--- src/rtl/stopwatch_pkg.sv ---
// Shared types and constants for the stopwatch controller slice.
package stopwatch_pkg;
  typedef enum logic [1:0] {PAUSE = 2'd0, RUN = 2'd1, ADJUST = 2'd2} sw_state_e;
  typedef logic [3:0] bcd_t;

  localparam bcd_t SEC_TENS_MAX = 4'd5;
  localparam bcd_t DIGIT_MAX    = 4'd9;

  function automatic bcd_t bcd_inc(bcd_t d, bcd_t max);
    return (d == max) ? 4'd0 : d + 4'd1;
  endfunction
endpackage

--- src/rtl/btn_debounce.sv ---
// Counts consecutive disagreeing samples; flips the level after DEB_SAMPLES of them.
module btn_debounce #(
  parameter int DEB_SAMPLES = 4
) (
  input  logic i_sclk,
  input  logic i_rst,
  input  logic i_sample_en,
  input  logic i_btn_in,
  output logic o_level,
  output logic o_press
);
  localparam int CW = $clog2(DEB_SAMPLES + 1);

  logic [CW-1:0] r_cnt;
  logic          r_level;
  logic          r_press;

  always_ff @(posedge i_sclk) begin
    if (i_rst) begin
      r_cnt   <= '0;
      r_level <= 1'b0;
      r_press <= 1'b0;
    end else begin
      r_press <= 1'b0;
      if (i_sample_en) begin
        if (i_btn_in == r_level) begin
          r_cnt <= '0;
        end else if (r_cnt == CW'(DEB_SAMPLES - 1)) begin
          // this sample is the DEB_SAMPLES-th disagreement
          r_cnt   <= '0;
          r_level <= ~r_level;
          r_press <= ~r_level;
        end else begin
          r_cnt <= r_cnt + CW'(1);
        end
      end
    end
  end

  assign o_level = r_level;
  assign o_press = r_press;
endmodule

--- src/rtl/stopwatch_ctrl.sv ---
// Stopwatch sequencer: divider-level to tick conversion, debounce, RUN/PAUSE/ADJUST
// state machine and the mm:ss BCD time registers with blink control.
module stopwatch_ctrl
  import stopwatch_pkg::*;
#(
  parameter int DEB_SAMPLES  = 4,
  parameter int MAX_MIN_TENS = 5
) (
  input  logic       i_sclk,
  input  logic       i_rst,
  input  logic       i_clk_1hz,
  input  logic       i_clk_2hz,
  input  logic       i_clk_400hz,
  input  logic       i_btn_pause,
  input  logic       i_btn_clr,
  input  logic       i_adj,
  input  logic       i_sel,
  output logic [3:0] o_min_tens,
  output logic [3:0] o_min_ones,
  output logic [3:0] o_sec_tens,
  output logic [3:0] o_sec_ones,
  output logic       o_blank_min,
  output logic       o_blank_sec,
  output logic       o_running
);
  localparam bcd_t MIN_TENS_MAX = bcd_t'(MAX_MIN_TENS);

  // bit 0 = 1 Hz, bit 1 = 2 Hz, bit 2 = 400 Hz
  logic [2:0] r_sync, r_prev;
  logic [2:0] w_tick;
  logic [1:0] w_btn, w_press;

  always_ff @(posedge i_sclk) begin
    if (i_rst) begin
      // both at 1 so a divider already high at release gives no tick
      r_sync <= 3'b111;
      r_prev <= 3'b111;
    end else begin
      r_sync <= {i_clk_400hz, i_clk_2hz, i_clk_1hz};
      r_prev <= r_sync;
    end
  end

  assign w_tick = r_sync & ~r_prev;
  assign w_btn  = {i_btn_clr, i_btn_pause};

  for (genvar g = 0; g < 2; g++) begin : g_deb
    btn_debounce #(.DEB_SAMPLES(DEB_SAMPLES)) u_deb (
      .i_sclk      (i_sclk),
      .i_rst       (i_rst),
      .i_sample_en (w_tick[2]),
      .i_btn_in    (w_btn[g]),
      .o_level     (),
      .o_press     (w_press[g])
    );
  end

  sw_state_e r_state;
  bcd_t      r_mt, r_mo, r_st, r_so;
  logic      r_blink, r_running;

  always_ff @(posedge i_sclk) begin
    if (i_rst) begin
      r_state   <= PAUSE;
      r_running <= 1'b0;
      r_blink   <= 1'b0;
      r_mt      <= 4'd0;
      r_mo      <= 4'd0;
      r_st      <= 4'd0;
      r_so      <= 4'd0;
    end else begin
      r_blink <= 1'b0;
      case (r_state)
        PAUSE: begin
          if (w_press[0]) begin
            r_state   <= RUN;
            r_running <= 1'b1;
          end else if (i_adj) begin
            r_state <= ADJUST;
          end
        end
        RUN: begin
          if (w_press[0]) begin
            r_state   <= PAUSE;
            r_running <= 1'b0;
          end else if (i_adj) begin
            r_state   <= ADJUST;
            r_running <= 1'b0;
          end
        end
        default: begin
          if (!i_adj) r_state <= PAUSE;
          else        r_blink <= r_blink ^ w_tick[1];
        end
      endcase

      // clear outranks any tick landing in the same cycle
      if (w_press[1]) begin
        r_mt <= 4'd0;
        r_mo <= 4'd0;
        r_st <= 4'd0;
        r_so <= 4'd0;
      end else if (r_state == RUN && w_tick[0]) begin
        r_so <= bcd_inc(r_so, DIGIT_MAX);
        if (r_so == DIGIT_MAX) begin
          r_st <= bcd_inc(r_st, SEC_TENS_MAX);
          if (r_st == SEC_TENS_MAX) begin
            r_mo <= bcd_inc(r_mo, DIGIT_MAX);
            if (r_mo == DIGIT_MAX) r_mt <= bcd_inc(r_mt, MIN_TENS_MAX);
          end
        end
      end else if (r_state == ADJUST && w_tick[1]) begin
        if (i_sel) begin
          r_so <= bcd_inc(r_so, DIGIT_MAX);
          if (r_so == DIGIT_MAX) r_st <= bcd_inc(r_st, SEC_TENS_MAX);
        end else begin
          r_mo <= bcd_inc(r_mo, DIGIT_MAX);
          if (r_mo == DIGIT_MAX) r_mt <= bcd_inc(r_mt, MIN_TENS_MAX);
        end
      end
    end
  end

  assign o_min_tens  = r_mt;
  assign o_min_ones  = r_mo;
  assign o_sec_tens  = r_st;
  assign o_sec_ones  = r_so;
  assign o_running   = r_running;
  assign o_blank_sec = r_blink & i_sel;
  assign o_blank_min = r_blink & ~i_sel;
endmodule

--- config.mk ---
export PLATFORM = sky130hd
export DESIGN_NAME = stopwatch_ctrl
export DESIGN_NICKNAME = d
export VERILOG_FILES = /design/src/rtl/stopwatch_pkg.sv /design/src/rtl/btn_debounce.sv /design/src/rtl/stopwatch_ctrl.sv
export SDC_FILE = /design/constraint.sdc
export NUM_CORES = 1
export LEC_CHECK = 0
export ABC_CLOCK_PERIOD_IN_PS = 2300
export CELL_PAD_IN_SITES_DETAIL_PLACEMENT = 1
export CELL_PAD_IN_SITES_GLOBAL_PLACEMENT = 2
export CORE_MARGIN = 5
export CORE_UTILIZATION = 31
export CTS_CLUSTER_DIAMETER = 50
export DETAILED_ROUTE_END_ITERATION = 8
export GPL_TIMING_DRIVEN = 1
export PLACE_DENSITY_LB_ADDON = 0.1
export SLEW_MARGIN = 10
export SYNTH_ARGS = -nofsm -noshare
export SYNTH_HDL_FRONTEND = slang
export SYNTH_SLANG_ARGS = --single-unit
export TNS_END_PERCENT = 5
--- constraint.sdc ---
create_clock -name i_sclk -period 2.3 [get_ports i_sclk]
set_clock_uncertainty 0.1 [all_clocks]
set_input_delay 0.23 -clock i_sclk [delete_from_list [all_inputs] [get_ports i_sclk]]
set_output_delay 0.23 -clock i_sclk [all_outputs]
set_load 0.02 [all_outputs]
==> key figures, run 1 <==
Layout
  • Post-Layout Cell Count: 290
  • Filler Cell Count: 606
  • Reg area: 721 um2
  • Area of the multi-input gates: 922 um2
  • NumNets Final: 230
  • Layout Area Growth over Synthesis: 28.6%
  • # diodes: 0
  • Ratio of cells with drive above 1 in the final layout: 11.4%

Yosys
  • Post-Syn Instances: 188
  • Synth cell types: 45
  • Yosys warns: 0
  • FF+latch count, synth: 36
  • Area of the mapped netlist: 1690 um2
  • Syn_nets: 199
  • Mapped Avg Cell Area: 8.97 um2
  • EDFF count, synth: 0
  • Part of the Yosys area used for sequential elements: 42.7%
  • Post-synth ARST share: 0%
  • Main synth FF type: dfxtp_1

Power and ir drop
  • PD cells: 606 nW/um2
  • Worst vdd ir: 246 uV
  • Leak Pwr: 0.740 nW

Die
  • Die Width: 83.8 um
  • Die height: 83.8 um
  • Starting Density: 32.4%
  • Number of I/O pins: 28
  • Core region area: 5200 um2
  • Die Area: 7020 um2
  • Num rows: 26

Clocking
  • TritonCTS clock tree: yes
  • Clk_lat worst skew: 0.29 ns
  • H-tree depth: 2
  • CTS Sinks: 36
  • Postcts setup bufs: 0
  • Hold-fix buffers, CTS: 0
  • CTS max path bufs: 2
  • Num CTS Buffers: 5
  • CTS clk-pin slew, worst paths: 0.08 ns
  • Cts repair resizes: 0
  • Clock Root Buffer: clkbuf_8

STA
  • Setup TNS: 0 ns
  • Final setup fails: 0
  • Post-layout min period: 2.20 ns
  • Fmax: 454 MHz
  • Worst Tran Pin Value: 0.789 ns
  • Max transition margin: 47.4%
  • Period utilization: 95.8%
  • Hold Fails Final Rpt: 0
  • RSZ-0062 raised after global routing: no
  • Final Max Slew Viols: 0

GRT
  • Vias in the first global route: 1551
  • Antenna violations before repair: 0
  • Largest net degree at the start of global routing: 21
  • First-pass GRT wire length: 7460 um
  • Gr usage total: 12.9%
  • Grt ovf: 0

Worst setup path
  • R2r worst-path depth: 4
  • Critical path's slowest cell: or4_1
  • CP Cell Sequence: or3b_4 > or4_1 > a211oi_1 > mux2i_1
  • Critical path fanouts, max: 6
  • Family with the most delay on the worst path: simple AND/OR/NAND/NOR gates
  • Crit-path max cell delay: 0.63 ns
  • Worst r2r src: o_sec_ones[3]$_SDFFE_PP0P_
  • Critical Path End Type: flop
  • Critical path arrival: 2.33 ns
  • Crit path to: o_min_tens[0]$_SDFFE_PP0P_
  • CP bufs+invs: 0
  • R2R Path End: o_min_tens[0]$_SDFFE_PP0P_
  • Setup crit start: o_sec_ones[3]$_SDFFE_PP0P_
  • Worst Setup Path Type: flop to flop
  • Critical path required time: 2.43 ns
  • CP Launch Type: flop
  • R2R setup slack: 0.1 ns
  • Critical path depth: 4

Route
  • Antenna Nets Post-Route: 0
  • DRC viols: 0
  • TritonRoute pass-1 iters: 4
  • Via density: 5.13
  • Total number of vias: 1489
  • Drt wl/cell: 14.4 um
  • Final wirelength: 4180 um
  • 1st-iter DRT viols: 26

Placement
  • GP Congestion: 0.750
  • HPWL Detailed: 3180 um
  • Placed cells: 282
  • Port bufs: 27

Outcome
  • Status: finished, final reports clean

Worst hold path
  • Hold Path Stages: 1
  • Worst Hold Class: flop to flop

Flow run
  • Max-cap violations: 0
metrics by stage:
step	total power [W]	hold slack [ns]	area [um2]	worst slack [ns]	utilization [%]
global route	0.00137	0.380	2170	0.00492	41.7
global placement	0.000706	0.327	2040	0.212	39.2
floorplan	0.000680	0.234	1690	0.154	-
finish	0.00131	0.355	2170	0.0960	41.7
detailed placement	0.000709	0.341	2040	0.0974	39.2
CTS	0.00133	0.361	2170	0.0844	41.7
routing by layer:
metal / part of all wire [%] / global-route usage (%) / up-vias
li1: - / - / 745
met1: 46 / 15.8 / 718
met4: 1.5 / 3.95 / 0
met3: 3.5 / 3.75 / 5
met2: 49 / 21.5 / 21
met5: 0 / 0 / -
layout by cell type (no fill, tap or decap), drive strengths merged, types with 4 or more instances in the layout:
cell,instances
a21oi,16
nand3,7
nand2,11
nor2b,7
or4,4
xnor2,4
nand2b,7
nor3b,4
or2,8
inv,5
nor2,17
clkbuf,7
dfxtp,36
mux2i,6
clkdlybuf4s50,27
o211ai,5
o21ai,5
layout make-up:
type                       count  share of cell area [%]
inverter                       5                   0.866
clock buffer                   7                    4.44
timing repair buffer          30                    13.5
clock inverter                 1                    1.38
tap                           70                    4.04
multi-input combinational    141                    42.5
sequential                    36                    33.2
where the power goes:
group	leakage [nW]	internal, W	switching [W]
clock	0.0645	0.000383	0.000237
sequential	0.292	0.000630	0.00000612
combinational	0.384	0.0000287	0.0000283
total	0.740	0.00104	0.000272
kinds of logic (layout without fill, tap and decap cells):
family	after synthesis	count (layout)	synth area share (%)
and+or+nand+nor	90	90	33.0
AOI/OAI and AO/OA	39	39	14.5
DFF	36	36	42.7
buffers and inverters	11	43	2.60
muxes	6	6	3.56
xor gates and xnor gates	4	4	2.08
adders and majority gates	2	2	1.48
registers in the layout (all words and copies together), names as in the netlist:
name / flops
g_deb.u_deb.o_level: 2
g_deb.u_deb.r_cnt: 6
o_min_ones: 4
r_state: 2
o_sec_tens: 4
r_blink: 1
r_prev: 3
o_running: 1
o_sec_ones: 4
o_min_tens: 4
g_deb.u_deb.o_press: 2
r_sync: 3
how the worst min path moves through the flow:
stage | endpoint | start
after floorplan | r_sync[0]$_SDFF_PP1_ | i_clk_1hz
after global placement | r_prev[2]$_SDFF_PP1_ | r_sync[2]$_SDFF_PP1_
after detailed placement | r_prev[2]$_SDFF_PP1_ | r_sync[2]$_SDFF_PP1_
after CTS | r_prev[2]$_SDFF_PP1_ | r_sync[2]$_SDFF_PP1_
after global routing | r_prev[2]$_SDFF_PP1_ | r_sync[2]$_SDFF_PP1_
final | r_prev[2]$_SDFF_PP1_ | r_sync[2]$_SDFF_PP1_
cells in the mapped netlist (2+ instances only):
library cell  instances  area share [%]
dfxtp_1              36              43
nor2_1               17             3.8
a21oi_1              16             4.7
nand2_1              11             2.4
or2_2                 8             3.0
nand2b_1              7             2.6
nand3_1               7             2.1
nor2b_1               7             2.6
mux2i_1               6             3.6
inv_1                 5             1.1
o211ai_1              5             2.2
o21ai_0               5             1.5
clkbuf_1              4            0.89
nor3b_1               4             1.8
xnor2_1               4             2.1
nor3_1                3            0.89
nor4_1                3             1.1
nor4bb_1              3             1.8
o31ai_1               3             1.3
or3_1                 3             1.1
or4_1                 3             1.3
buf_2                 2            0.59
ha_1                  2             1.5
nor4b_1               2             1.0
o2111ai_1             2             1.0
Power figures use the tool's default switching activity.
==> run 2, diff against run 1 <==
ABC_CLOCK_PERIOD_IN_PS = default   (was 2300)
==> results of run 2 <==
Same layout as run 1: the final DEF is identical, and so are final timing and power.
